File: src/rtl/sandbox_host_link.sv
`default_nettype none
// ============================================================================
// Module      : sandbox_host_link
// Description : Host-side framer/deframer between the UART byte layer and the
//               sandbox process. Collects 5-byte command frames into
//               control/inputData and serializes status/outputData into a
//               5-byte response frame on a transmitData rising edge.
// Revision    : 1.0 - initial release
// ============================================================================
module sandbox_host_link #(
    parameter int TIMEOUT_CYCLES = 100000,
    parameter int TO_WIDTH       = 17
) (
    input  logic        masterClock,
    input  logic        reset,
    input  logic        rxByteValid,
    input  logic [7:0]  rxByte,
    output logic        rxByteReady,
    output logic        txByteValid,
    output logic [7:0]  txByte,
    input  logic        txByteReady,
    output logic        dataReceived,
    output logic [7:0]  control,
    output logic [31:0] inputData,
    input  logic        clearDR,
    input  logic        transmitData,
    input  logic [7:0]  status,
    input  logic [31:0] outputData,
    output logic        rxFrameError,
    output logic        txOverrun
);

    typedef enum logic [1:0] {
        R_IDLE    = 2'd0,
        R_COLLECT = 2'd1,
        R_FULL    = 2'd2
    } rxState_t;

    typedef enum logic [0:0] {
        T_IDLE = 1'b0,
        T_SEND = 1'b1
    } txState_t;

    // A zero timeout disables the inter-byte watchdog; the timer then counts harmlessly.
    localparam logic                c_TIMEOUT_EN   = (TIMEOUT_CYCLES != 0);
    localparam logic [TO_WIDTH-1:0] c_TIMEOUT_LAST = TO_WIDTH'(TIMEOUT_CYCLES - 1);

    // ------------------------------------------------------------------
    // Receive side
    // ------------------------------------------------------------------
    rxState_t            r_rxState;
    rxState_t            w_rxNext;
    logic [2:0]          r_rxIndex;
    logic [39:0]         r_rxFrame;
    logic [TO_WIDTH-1:0] r_rxTimer;
    logic                r_dataReceived;
    logic [7:0]          r_control;
    logic [31:0]         r_inputData;
    logic                r_rxFrameError;

    logic                w_rxAccept;
    logic                w_slotFree;
    logic                w_loadDirect;
    logic                w_loadHeld;
    logic                w_timeout;
    logic [39:0]         w_rxAssembled;

    // Bytes shift in from the top so that after five bytes byte0 sits in [7:0].
    assign w_rxAssembled = {rxByte, r_rxFrame[39:8]};
    assign rxByteReady   = reset && (r_rxState != R_FULL);
    assign w_rxAccept    = rxByteValid && rxByteReady;
    assign w_slotFree    = !r_dataReceived && !clearDR;

    // RX state register.
    always_ff @(posedge masterClock) begin
        if (!reset) begin
            r_rxState <= R_IDLE;
        end else begin
            r_rxState <= w_rxNext;
        end
    end

    // RX next-state: frame completion, slot handoff and inter-byte timeout.
    always_comb begin
        w_rxNext     = r_rxState;
        w_loadDirect = 1'b0;
        w_loadHeld   = 1'b0;
        w_timeout    = 1'b0;
        case (r_rxState)
            R_IDLE: begin
                if (w_rxAccept) begin
                    w_rxNext = R_COLLECT;
                end
            end
            R_COLLECT: begin
                if (w_rxAccept) begin
                    if (r_rxIndex == 3'd4) begin
                        if (w_slotFree) begin
                            w_loadDirect = 1'b1;
                            w_rxNext     = R_IDLE;
                        end else begin
                            w_rxNext = R_FULL;
                        end
                    end
                end else if (c_TIMEOUT_EN && (r_rxTimer == c_TIMEOUT_LAST)) begin
                    w_timeout = 1'b1;
                    w_rxNext  = R_IDLE;
                end
            end
            R_FULL: begin
                if (w_slotFree) begin
                    w_loadHeld = 1'b1;
                    w_rxNext   = R_IDLE;
                end
            end
            default: begin
                w_rxNext = R_IDLE;
            end
        endcase
    end

    // RX datapath: byte shifting, byte index and the inter-byte timer.
    always_ff @(posedge masterClock) begin
        if (!reset) begin
            r_rxIndex      <= 3'd0;
            r_rxFrame      <= 40'd0;
            r_rxTimer      <= '0;
            r_rxFrameError <= 1'b0;
        end else begin
            r_rxFrameError <= w_timeout;
            if (w_rxAccept) begin
                r_rxFrame <= w_rxAssembled;
                r_rxIndex <= (r_rxIndex == 3'd4) ? 3'd0 : r_rxIndex + 3'd1;
                r_rxTimer <= '0;
            end else if (r_rxState == R_COLLECT) begin
                if (w_timeout) begin
                    r_rxIndex <= 3'd0;
                    r_rxTimer <= '0;
                end else begin
                    r_rxTimer <= r_rxTimer + TO_WIDTH'(1);
                end
            end
        end
    end

    // Handoff slot: load a finished frame, retire it on clearDR.
    always_ff @(posedge masterClock) begin
        if (!reset) begin
            r_dataReceived <= 1'b0;
            r_control      <= 8'd0;
            r_inputData    <= 32'd0;
        end else if (w_loadDirect) begin
            r_dataReceived <= 1'b1;
            r_control      <= w_rxAssembled[7:0];
            r_inputData    <= w_rxAssembled[39:8];
        end else if (w_loadHeld) begin
            r_dataReceived <= 1'b1;
            r_control      <= r_rxFrame[7:0];
            r_inputData    <= r_rxFrame[39:8];
        end else if (clearDR) begin
            r_dataReceived <= 1'b0;
        end
    end

    assign dataReceived = r_dataReceived;
    assign control      = r_control;
    assign inputData    = r_inputData;
    assign rxFrameError = r_rxFrameError;

    // ------------------------------------------------------------------
    // Transmit side
    // ------------------------------------------------------------------
    txState_t    r_txState;
    txState_t    w_txNext;
    logic        r_txPrev;
    logic [39:0] r_txShift;
    logic [2:0]  r_txIndex;
    logic        r_txOverrun;

    logic        w_txRise;
    logic        w_txHandshake;
    logic        w_txCapture;

    assign w_txRise      = transmitData && !r_txPrev;
    assign w_txHandshake = (r_txState == T_SEND) && txByteReady;

    // TX state register.
    always_ff @(posedge masterClock) begin
        if (!reset) begin
            r_txState <= T_IDLE;
        end else begin
            r_txState <= w_txNext;
        end
    end

    // TX next-state: start on a rise when idle, finish after the fifth handshake.
    always_comb begin
        w_txNext    = r_txState;
        w_txCapture = 1'b0;
        case (r_txState)
            T_IDLE: begin
                if (w_txRise) begin
                    w_txCapture = 1'b1;
                    w_txNext    = T_SEND;
                end
            end
            T_SEND: begin
                if (w_txHandshake && (r_txIndex == 3'd4)) begin
                    w_txNext = T_IDLE;
                end
            end
            default: begin
                w_txNext = T_IDLE;
            end
        endcase
    end

    // TX datapath: edge tracking, response shift register and overrun flag.
    // The edge tracker keeps following transmitData during reset so a level held
    // high across reset does not look like a fresh request afterwards.
    always_ff @(posedge masterClock) begin
        r_txPrev <= transmitData;
        if (!reset) begin
            r_txShift   <= 40'd0;
            r_txIndex   <= 3'd0;
            r_txOverrun <= 1'b0;
        end else begin
            if (w_txCapture) begin
                r_txShift <= {outputData, status};
                r_txIndex <= 3'd0;
            end else if (w_txHandshake) begin
                if (r_txIndex == 3'd4) begin
                    r_txIndex <= 3'd0;
                end else begin
                    r_txShift <= {8'h00, r_txShift[39:8]};
                    r_txIndex <= r_txIndex + 3'd1;
                end
            end
            if ((r_txState == T_SEND) && w_txRise) begin
                r_txOverrun <= 1'b1;
            end
        end
    end

    assign txByteValid = (r_txState == T_SEND);
    assign txByte      = r_txShift[7:0];
    assign txOverrun   = r_txOverrun;

endmodule
`default_nettype wire

File: config.mk
export PLATFORM = sky130hd
export DESIGN_NAME = sandbox_host_link
export DESIGN_NICKNAME = d
export VERILOG_FILES = /design/src/rtl/sandbox_host_link.sv
export SDC_FILE = /design/constraint.sdc
export NUM_CORES = 1
export LEC_CHECK = 0
export BUFFER_PORTS_ARGS = -buffer_cell sky130_fd_sc_hd__buf_2
export CAP_MARGIN = 20
export CORE_MARGIN = 3
export CORE_UTILIZATION = 25
export CTS_BUF_LIST = sky130_fd_sc_hd__clkbuf_8
export DETAILED_ROUTE_END_ITERATION = 7
export GPL_ROUTABILITY_DRIVEN = 0
export GPL_TIMING_DRIVEN = 0
export PLACE_DENSITY = 0.5
export SLEW_MARGIN = 20
export SYNTH_ARGS = -nofsm -noshare
export SYNTH_HDL_FRONTEND = slang
export SYNTH_SLANG_ARGS = --single-unit
File: constraint.sdc
create_clock -name masterClock -period 5 [get_ports masterClock]
set_input_delay 1.25 -clock masterClock [delete_from_list [all_inputs] [get_ports masterClock]]
set_output_delay 1.25 -clock masterClock [all_outputs]
set_load 0.02 [all_outputs]
# Word-level counts from Yosys, hierarchy flattened
# Index checks and enable logic that the tools add are counted.
# W data, S select, Z words.
[totals]
out_inout_bits = 53
reg_bits = 150
[classes]
muxes = 35
n_reduce_logical = 21
addsub = 3
bitwise_logic = 2
eq_ne = 11
[ops]
columns = ["op", "count"]
rows = [
  ["$mux W40", 3],
  ["$mux W32", 2],
  ["$add A17 B1 Y17 const B", 1],
  ["$eq A17 B17 Y1 const B", 1],
  ["$mux W17", 1],
  ["$mux W8", 2],
  ["$mux W3", 5],
  ["$mux W1", 14],
  ["$mux W2", 6],
  ["$ne A2 B2 Y1 const B", 4],
  ["$reduce_bool A2 Y1", 4],
  ["$logic_and A1 B1 Y1", 7],
  ["$add A3 B1 Y3 const B", 2],
  ["$eq A3 B3 Y1 const B", 2],
  ["$ne A3 B3 Y1 const B", 2],
  ["$pmux W2 S3", 1],
  ["$reduce_and A2 Y1", 2],
  ["$reduce_and A4 Y1", 1],
  ["$reduce_or A2 Y1", 2],
  ["$logic_not A1 Y1", 3],
  ["$reduce_bool A3 Y1", 1],
  ["$eq A2 B1 Y1 const B", 1],
  ["$eq A2 B2 Y1 const B", 1],
  ["$logic_not A2 Y1", 1],
  ["other kinds (2)", 3],
]

# Logic depth before layout (Yosys ltp)
# Gate-level depths: netlist of run 1.
[depth]
ltp_word = 8
ltp_mapped = 8

# Worst setup path after synthesis of run 1
# OpenSTA, ideal clock, no wires.
[synth_path]
path_kind = "input to output"
startpoint = "input reset"
endpoint = "output rxByteReady"
setup_slack_ns = 1.944
arrival_time_ns = 1.806
stages = 3
path_buffers = 1
required_ns = 3.750
cell_sequence = "inv_2 > clkbuf_1 > nor2_1"
[synth_between]
elab_chain_len = 1
[synth_lines]
columns = ["item", "line", "source"]
rows = [
  ["start: declaration", "15", "input logic reset,"],
  ["$logic_and A1 B1 Y1", "70", "assign rxByteReady = reset && (r_rxState != R_FULL);"],
  ["end: declaration", "18", "output logic rxByteReady,"],
]
# Every way passes these cells.

# Final worst setup path of run 1
# Same ends and word-level chain as after synthesis.

==> results of run 1 <==
tightest hold or removal path, cell delays in order, from the launching register on:
cell,delay [ns]
dfxtp_1,0.31
nand2_1,0.05
a21oi_1,0.05
cell type report:
cell class | instances | share of cell area
plain buffers | 54 | 0.03489
clock buffers | 21 | 0.03875
clock inverters | 11 | 0.01795
inverters | 10 | 0.005032
multi-input cells | 411 | 0.3762
flip-flops and latches | 150 | 0.4025
well taps | 319 | 0.05351
repair buffers | 106 | 0.07112
registers in the layout, summed over array words and instances (netlist names):
signal,count
control,8
r_txIndex,3
rxFrameError,1
r_rxFrame,40
txOverrun,1
r_rxTimer,17
r_txPrev,1
r_txShift,40
txByteValid,1
r_rxIndex,3
r_rxState,2
inputData,32
dataReceived,1
placed cells by master (no fill, tap or decap), types with 3 or more instances in the layout:
| cell | count |
|---|---|
| nand3_1 | 9 |
| o21ai_0 | 7 |
| clkbuf_1 | 33 |
| nand4_1 | 6 |
| a21oi_1 | 27 |
| nand2_1 | 31 |
| a211oi_1 | 59 |
| or3_1 | 6 |
| xor2_1 | 7 |
| nor3_1 | 5 |
| a22o_1 | 40 |
| nor2_1 | 83 |
| buf_4 | 13 |
| a31oi_1 | 3 |
| mux2i_1 | 58 |
| nand4b_1 | 3 |
| inv_1 | 9 |
| dfxtp_1 | 150 |
| a22oi_1 | 24 |
| and4b_1 | 3 |
| clkbuf_8 | 21 |
| ha_1 | 5 |
| and2_1 | 3 |
| buf_2 | 113 |
| inv_8 | 4 |
metal layers:
metal / wire length (um) / track usage
met5: 0 / 0
met4: 140 / 0.03373
met3: 903 / 0.03111
met2: 7225 / 0.1925
met1: 8981 / 0.1946
kinds of logic after synthesis:
family,Yosys count,synth area share
xor+xnor,9,0.01291
mux,58,0.09506
compound gates,171,0.2063
simple gates,168,0.1350
fa+ha+maj,5,0.01024
flops,150,0.4917
buf+inv,64,0.04876
stage by stage:
stage,worst slack [ns],cells
4_1_cts,1.376,1082
2_1_floorplan,1.944,625
3_3_place_gp,1.396,1050
6_report,1.439,1082
5_1_grt,1.305,1082
3_5_place_dp,1.379,1050
path summary, 6_finish.rpt:
path | start | end | slack, ns
worst min-delay path | inputData[12] | inputData[12] | 0.46
worst max-delay path | reset | rxByteReady | 1.44
worst max register to register | r_rxTimer[11] | r_rxTimer[9] | 2.92
worst min register to register | inputData[12] | inputData[12] | 0.46
power groups by stage:
| stage | combinational, W | clock [W] | sequential (W) |
|---|---|---|---|
| after CTS | 0.000173 | 0.00102 | 0.00126 |
| after global placement | 0.000172 | 0 | 0.00128 |
| final | 0.000171 | 0.000985 | 0.00126 |
| after floorplan | 0.000109 | 0 | 0.00127 |
| after detailed placement | 0.000173 | 0 | 0.00128 |
| after global routing | 0.000191 | 0.00107 | 0.00126 |
==> flow_summary_export.csv, run 1 <==
group,metric,value,unit
die,fp.dieH,162.3,um
setup_path,start_kind,"primary input",
synthesis,synth_ff_type,"dfxtp_1",
setup_path,cp_num_cells,5,
clock_tree,cts_root_buffer,"clkbuf_8",
clock_tree,h-tree-depth,4,
sta,fin_skew,0.02094,ns
sta,post-route-period-util,0.7122,
setup_path,path_cells,"buf_2, inv_2, clkbuf_1, nor2_1, buf_2",
synthesis,ys_ff_latch,150,
sta,hold-worst-slack,0.4582,ns
global_routing,antenna_found_initial,0,
power_and_ir_drop,total_power,0.002412,W
synthesis,synth.most_common_cell,"dfxtp_1",
synthesis,synth.top_cell.area_share,0.4917,
global_routing,grtUsageTotal,0.1319,
placed_design,placed_area,7037,um^2
sta,finalSetupTns,0,ns
route,drt-initial-drc-count,258,
power_and_ir_drop,pwr-share-seq,0.520,
layout,seqCellArea,3003,um^2
setup_path,end_kind,"primary output",
setup_path,crit_required,3.75,ns
route,avgRoutedWirePerCell,15.94,um
route,wirelength,17.25,mm
setup_path,cp_top_family,"buffers and inverters",
power_and_ir_drop,pwr-share-comb,0.071,
die,core,23750,um^2
clock_tree,cts_buffer_depth,2,
route,via_per_inst,4.640,
setup_path,cp_common_cell,"buf_2",
placed_design,io_buffers,106,
global_routing,grt_max_degree,17,
power_and_ir_drop,p_int,0.001768,W
sta,worstMarginPinSlew,0.7017,ns
synthesis,synth-async-reset-ratio,0,
synthesis,synth_nets,684,
power_and_ir_drop,power.switching,0.0006437,W
synthesis,synth_area,6107,um^2
layout,fill_cells,2484,
layout,multi_input_area,2806,um^2
route,dr.pass1.iters,4,
clock_tree,clkSinkCount,150,
synthesis,synthTopCellsByArea,"dfxtp_1, mux2i_1, a211oi_1, a22o_1, nor2_1",
route,drc,0,
layout,utilization,0.3141,
layout,diodes,0,
global_routing,grt_overflow,0,
setup_path,critPathMaxStageDelay,0.40,ns
synthesis,yosysSeqAreaShare,0.4917,
synthesis,ys_types,50,
sta,finalMaxSlewViolations,0,
setup_path,r2r_cells,6,
die,start_util,0.2571,
min_path,hold_class,"flop to flop",
power_and_ir_drop,swShare,0.2669,
clock_tree,postCtsHoldBufs,0,
clock_tree,numCtsBuffers,17,
power_and_ir_drop,power.share.clock,0.409,
power_and_ir_drop,powerDensity,323.3,nW/um^2
global_routing,grt_pass1_wl,27.43,mm
die,row_count,56,
synthesis,synth_edf_count,0,
die,pin_count,107,
global_routing,grt_pass1_vias,4884,
sta,fmax,280.8,MHz
setup_path,arrival,2.31,ns
power_and_ir_drop,p_leak,2.847,nW
layout,final_layout_size_suffix_gt1_frac,0.2202,
clock_tree,clock_latency,0.45,ns
sta,setup_viol,0,
sta,finalHoldViolations,0,
clock_tree,tritoncts,"yes",
synthesis,ys_warn_count,0,
clock_tree,cts_resized,0,
synthesis,synth_common_cells,"dfxtp_1, nor2_1, a211oi_1",
layout,syn_to_final_growth,22.15,%
sta,slew_headroom,0.5300,
placed_design,hpwlAfterDp,12.37,mm
sta,layout_min_cycle_time,3.561,ns
die,dieArea,26340,um^2
sta,rsz0062_at_grt,"false",
layout,postLayoutCellArea,7460,um^2
job,max_cap_violations,0,
status,outcome,"finished, final reports clean",
power_and_ir_drop,irDropWorstVdd,0.1511,mV
synthesis,postSynthCellCount,625,
die,die_w,162.3,um
synthesis,synth_area_leader_cell,"dfxtp_1",
route,dr_total_vias,5020,
synthesis,synth_area_per_cell,9.771,um^2
min_path,hold_depth,2,
clock_tree,cts.clk_slew.worst_paths,0.08,ns
route,antenna_left,0,
setup_path,path_buf_inv,4,
clock_tree,cts_setup_buffers,0,
setup_path,cp_max_fo,10,
setup_path,crit_slowest_cell,"clkbuf_1",
setup_path,worstSetupPathType,"primary input to primary output",
layout,fin_nets,809,
No activity file was read; power rests on OpenSTA's default activity.
==> run 2, diff against run 1 <==
--- a/config.mk
+++ b/config.mk
@@ -5,6 +5,7 @@
 export SDC_FILE = /design/constraint.sdc
 export NUM_CORES = 1
 export LEC_CHECK = 0
+export ABC_AREA = 1
 export BUFFER_PORTS_ARGS = -buffer_cell sky130_fd_sc_hd__buf_2
 export CAP_MARGIN = 20
 export CORE_MARGIN = 3
==> constraint.sdc (replaced) <==
create_clock -name masterClock -period 3.4 [get_ports masterClock]
set_input_delay 0.85 -clock masterClock [delete_from_list [all_inputs] [get_ports masterClock]]
set_output_delay 0.85 -clock masterClock [all_outputs]
set_load 0.02 [all_outputs]
==> run 2 against run 1 <==
Against the previous run: final area increased by 3.4%; wire length increased by 8.7%; count of clock-buffer cells in the layout decreased by 4; final cell count grew 17%; combinational power grew to 2.7 times the previous value; clock power up 66%; clock skew down 0.0045 ns; die area up 3.1%; sequential power is 48% higher; non-clock buffer count is 2 lower; largest power group unchanged.
==> flow_summary_export.csv, run 2 <==
group,metric,value,unit
power_and_ir_drop,power.switching,0.001049,W
route,dr.pass1.iters,5,
route,wl_met3,1.085,mm
synthesis,synth_ff_type,"dfxtp_1",
synthesis,yosysSeqAreaShare,0.4762,
route,wirelength,18.76,mm
route,antenna_left,0,
global_routing,grt_pass1_vias,5403,
clock_tree,cts_buffer_depth,2,
route,drt-initial-drc-count,325,
setup_path,cp_max_fo,7,
die,fp.dieH,164.8,um
setup_path,crit_required,2.55,ns
clock_tree,clock_latency,0.45,ns
global_routing,grt_pass1_wl,29.35,mm
job,max_cap_violations,0,
layout,seqCellArea,3003,um^2
status,outcome,"finished, final reports clean",
layout,syn_to_final_growth,22.26,%
layout,utilization,0.3143,
route,via_per_inst,4.523,
sta,fin_skew,0.01640,ns
synthesis,synth.top_cell.area_share,0.4762,
clock_tree,h-tree-depth,4,
synthesis,synth.most_common_cell,"nand2_1",
layout,layout_common_cells,"nand2_1, dfxtp_1, buf_2, inv_1, a21oi_1",
die,row_count,57,
route,drc,0,
power_and_ir_drop,total_power,0.003966,W
route,avgRoutedWirePerCell,14.77,um
clock_tree,tritoncts,"yes",
placed_design,io_buffers,106,
route,wl_met1,8.962,mm
sta,finalHoldViolations,0,
clock_tree,cts_root_buffer,"clkbuf_8",
sta,slew_headroom,0.4641,
synthesis,synthTopCellsByArea,"dfxtp_1, nand2_1, a21oi_1, o21ai_0, inv_1",
layout,diodes,0,
route,topRoutingLayerUsed,"met5",
sta,worstMarginPinSlew,0.8038,ns
die,core,24530,um^2
setup_path,end_kind,"primary output",
layout,final_layout_size_suffix_gt1_frac,0.1998,
synthesis,synth_common_cells,"nand2_1, dfxtp_1, a21oi_1",
sta,post-route-period-util,0.6755,
die,start_util,0.2570,
power_and_ir_drop,power.share.clock,0.413,
synthesis,synth_nets,868,
synthesis,synth_area_per_cell,7.795,um^2
clock_tree,cts_setup_buffers,0,
global_routing,antenna_found_initial,1,
synthesis,ys_warn_count,0,
sta,setup_viol,0,
placed_design,hpwlAfterDp,14.02,mm
power_and_ir_drop,swShare,0.2646,
die,dieArea,27170,um^2
global_routing,grt_overflow,0,
clock_tree,cts.clk_slew.worst_paths,0.07,ns
route,wl_met2,8.540,mm
clock_tree,numCtsBuffers,17,
clock_tree,postCtsHoldBufs,0,
synthesis,synth-async-reset-ratio,0,
synthesis,ys_ff_latch,150,
synthesis,synth_edf_count,0,
layout,layout.cells.most_common,"nand2_1",
global_routing,grtUsageTotal,0.1401,
power_and_ir_drop,powerDensity,514.4,nW/um^2
setup_path,worstSetupPathType,"primary input to primary output",
sta,finalSetupTns,0,ns
synthesis,synth_area,6306,um^2
route,dr_total_vias,5744,
synthesis,postSynthCellCount,809,
power_and_ir_drop,pwr-share-comb,0.115,
placed_design,placed_area,7242,um^2
setup_path,arrival,1.45,ns
placed_design,place_ws,0.8895,ns
sta,setup_ws,1.103,ns
global_routing,grt_max_degree,17,
sta,rsz0062_at_grt,"false",
synthesis,ys_types,41,
power_and_ir_drop,p_leak,3.082,nW
min_path,hold_class,"flop to flop",
die,pin_count,107,
setup_path,start_kind,"primary input",
synthesis,synth_area_leader_cell,"dfxtp_1",
power_and_ir_drop,pwr-share-seq,0.471,
power_and_ir_drop,p_int,0.002916,W
clock_tree,clkSinkCount,150,
layout,postLayoutCellArea,7710,um^2
clock_tree,cts_resized,0,
sta,fmax,435.4,MHz
layout,fill_cells,2732,
layout,fin_nets,993,
layout,multi_input_area,2670,um^2
power_and_ir_drop,irDropWorstVdd,0.2252,mV
die,die_w,164.8,um
sta,layout_min_cycle_time,2.297,ns
sta,finalMaxSlewViolations,0,
==> run 2: kinds of logic (layout without fill, tap and decap cells) <==
kind of cell,after synthesis,count (layout),synth area share
flops,150,150,0.4762
fa+ha+maj,5,5,0.009921
compound gates,240,240,0.2097
xor+xnor,8,8,0.01111
simple gates,273,273,0.1927
buf+inv,133,270,0.1004
==> run 2: critical path, stage by stage <==
cell and delay (ns):
buf_2 0.15, inv_2 0.09, nor2_4 0.15, buf_2 0.20
==> run 2: worst paths after layout <==
kind / start / end / slack, ns / depth (start not counted)
worst min register to register: txOverrun / txOverrun / 0.45 / 2
worst min-delay path: txOverrun / txOverrun / 0.45 / 2
worst max-delay path: reset / rxByteReady / 1.10 / 4
worst max register to register: r_rxIndex[0] / inputData[26] / 1.56 / 10
==> run 2: layout make-up <==
| cell class | instances | share of cell area |
|---|---|---|
| multi-input cells | 526 | 0.3463 |
| well taps | 324 | 0.05258 |
| clock inverters | 14 | 0.03035 |
| flip-flops and latches | 150 | 0.3895 |
| inverters | 81 | 0.03976 |
| repair buffers | 106 | 0.06881 |
| plain buffers | 52 | 0.04236 |
| clock buffers | 17 | 0.03035 |
==> run 2: per-layer routing <==
layer  up-vias  track usage
met5         -            0
met1      2654       0.1918
met2       138       0.2184
met4         2      0.03622
met3        13      0.03762
li1       2937            -
==> run 2: power groups by stage <==
stage | combinational (W) | sequential (W) | clock, W
finish | 0.000457 | 0.00187 | 0.00164
global route | 0.000511 | 0.00188 | 0.00176
CTS | 0.000462 | 0.00187 | 0.00168
detailed placement | 0.000460 | 0.00191 | 0
global placement | 0.000460 | 0.00191 | 0
floorplan | 0.000297 | 0.00191 | 0
==> run 2: through the flow <==
step / cells / hold WS (ns)
CTS: 1270 / 0.4557
global placement: 1239 / 0.4341
finish: 1270 / 0.4504
detailed placement: 1239 / 0.4431
global route: 1270 / 0.4795
floorplan: 809 / 0.4287
==> run 3, diff against run 2 <==
--- a/config.mk
+++ b/config.mk
@@ -5,7 +5,7 @@
 export SDC_FILE = /design/constraint.sdc
 export NUM_CORES = 1
 export LEC_CHECK = 0
-export ABC_AREA = 1
+export ABC_AREA = 0
 export BUFFER_PORTS_ARGS = -buffer_cell sky130_fd_sc_hd__buf_2
 export CAP_MARGIN = 20
 export CORE_MARGIN = 3
==> constraint.sdc (replaced) <==
create_clock -name masterClock -period 2.3 [get_ports masterClock]
set_input_delay 0.575 -clock masterClock [delete_from_list [all_inputs] [get_ports masterClock]]
set_output_delay 0.575 -clock masterClock [all_outputs]
set_load 0.02 [all_outputs]
==> run 3 against run 2 <==
Against the previous run: non-clock buffer count grew 2; worst hold slack worse by 0.19 ns; die area down 3.0%; first-iteration DRC count shrank 21%; clock power increased by 30%; register-to-register slack got worse by 1.3 ns; final cell count down 15%; worst setup slack got worse by 0.97 ns; global-route usage is 0.82 points lower; critical endpoint unchanged; largest power group unchanged.
==> flow_summary_export.csv, run 3 (synthesis gave the netlist of run 1 again) <==
group,metric,value,unit
layout,syn_to_final_growth,22.21,%
global_routing,grt_overflow,0,
route,dr.pass1.iters,4,
setup_path,start_kind,"flop",
sta,setup_viol,0,
layout,seqCellArea,3003,um^2
sta,layout_min_cycle_time,2.169,ns
layout,multi_input_area,2809,um^2
layout,final_layout_size_suffix_gt1_frac,0.2228,
clock_tree,clock_latency,0.45,ns
setup_path,worstSetupPathType,"flop to primary output",
clock_tree,tritoncts,"yes",
placed_design,place_ws,0.02895,ns
placed_design,dp.cells,1050,
route,dr_total_vias,5030,
sta,fin_skew,0.02033,ns
power_and_ir_drop,p_leak,2.850,nW
setup_path,timing.rr.start,"r_rxTimer[11]",
sta,rsz0062_at_grt,"false",
clock_tree,numCtsBuffers,17,
global_routing,grtUsageTotal,0.1319,
die,dieArea,26340,um^2
min_path,holdCritStartpoint,"transmitData",
die,pin_count,107,
status,outcome,"finished, final reports clean",
sta,fmax,461.0,MHz
layout,diodes,0,
layout,layout.cells.most_common,"dfxtp_1",
sta,slew_headroom,0.5305,
die,die_w,162.3,um
sta,finalHoldViolations,0,
sta,worstMarginPinSlew,0.7010,ns
global_routing,grt_pass1_wl,27.43,mm
setup_path,cp_max_fo,10,
setup_path,arrival,1.59,ns
layout,fill_cells,2485,
global_routing,grt_max_degree,17,
power_and_ir_drop,powerDensity,702.6,nW/um^2
route,wirelength,17.25,mm
clock_tree,cts_root_buffer,"clkbuf_8",
job,max_cap_violations,0,
placed_design,io_buffers,106,
min_path,hold_class,"primary input to flop",
route,via_per_inst,4.649,
clock_tree,clkSinkCount,150,
die,core,23750,um^2
setup_path,crit_required,1.73,ns
sta,hold-worst-slack,0.2642,ns
sta,finalMaxSlewViolations,0,
route,antenna_left,0,
die,start_util,0.2571,
clock_tree,h-tree-depth,4,
die,fp.dieH,162.3,um
power_and_ir_drop,irDropWorstVdd,0.3284,mV
layout,instances_no_fill,1082,
setup_path,startpoint,"r_rxState[0]",
layout,layout_common_cells,"dfxtp_1, buf_2, nor2_1, a211oi_1, mux2i_1",
layout,fin_nets,809,
clock_tree,cts_setup_buffers,0,
setup_path,end_kind,"primary output",
route,avgRoutedWirePerCell,15.94,um
placed_design,hpwlAfterDp,12.37,mm
global_routing,grt_pass1_vias,4884,
route,drt-initial-drc-count,257,
sta,finalSetupTns,0,ns
clock_tree,cts_buffer_depth,2,
sta,setup_ws,0.1308,ns
clock_tree,cts.clk_slew.worst_paths,0.08,ns
sta,post-route-period-util,0.9431,
layout,utilization,0.3142,
global_routing,antenna_found_initial,0,
die,row_count,56,
route,drc,0,
## run 3: path summary, 6_finish.rpt
check | endpoint | slack, ns | cells after the start
min reg2reg | inputData[12] | 0.46 | 2
max | rxByteReady | 0.13 | 4
min | r_txPrev | 0.26 | 1
max reg2reg | r_rxTimer[9] | 0.22 | 6
## run 3: stage by stage
stage,total power (W),instance area [um^2]
2_1_floorplan,0.003006,6107
3_3_place_gp,0.003164,7037
3_5_place_dp,0.003165,7037
4_1_cts,0.005326,7462
5_1_grt,0.005478,7463
6_report,0.005243,7463
## run 3: what timing repair did
item                                    4_1_cts  5_1_grt
hold buffers                                  0        0
endpoints found under the setup margin        1        1
resized for setup                             1        2
## run 3: where the power goes
group / total (W) / internal [W] / switching [W]
Combinational: 0.000373 / 0.000154 / 0.000219
Sequential: 0.00273 / 0.00267 / 0.0000587
Clock: 0.00214 / 0.00102 / 0.00112
Total: 0.00524 / 0.00384 / 0.00140
## run 3: area by class of cell
class	count	area share
Sequential cell	150	0.4023
Multi-Input combinational cell	411	0.3764
Tap cell	319	0.05348
Timing Repair Buffer	106	0.07108
Buffer	54	0.03504
Clock inverter	11	0.01794
Inverter	10	0.005029
Clock buffer	21	0.03873
## run 3: layer usage
metal	wire, um	share of wire	track usage	up-vias
li1	-	-	-	2540
met1	8869	0.51	0.1946	2354
met2	7239	0.42	0.1925	122
met3	999	0.058	0.03111	14
met4	140	0.0081	0.03373	0
met5	0	0	0	-
## run 3: critical path, cell delays in order (launching register included)
cell     delay (ns)
dfxtp_1        0.40
buf_4          0.20
and2b_1        0.24
nor2_2         0.13
buf_2          0.18
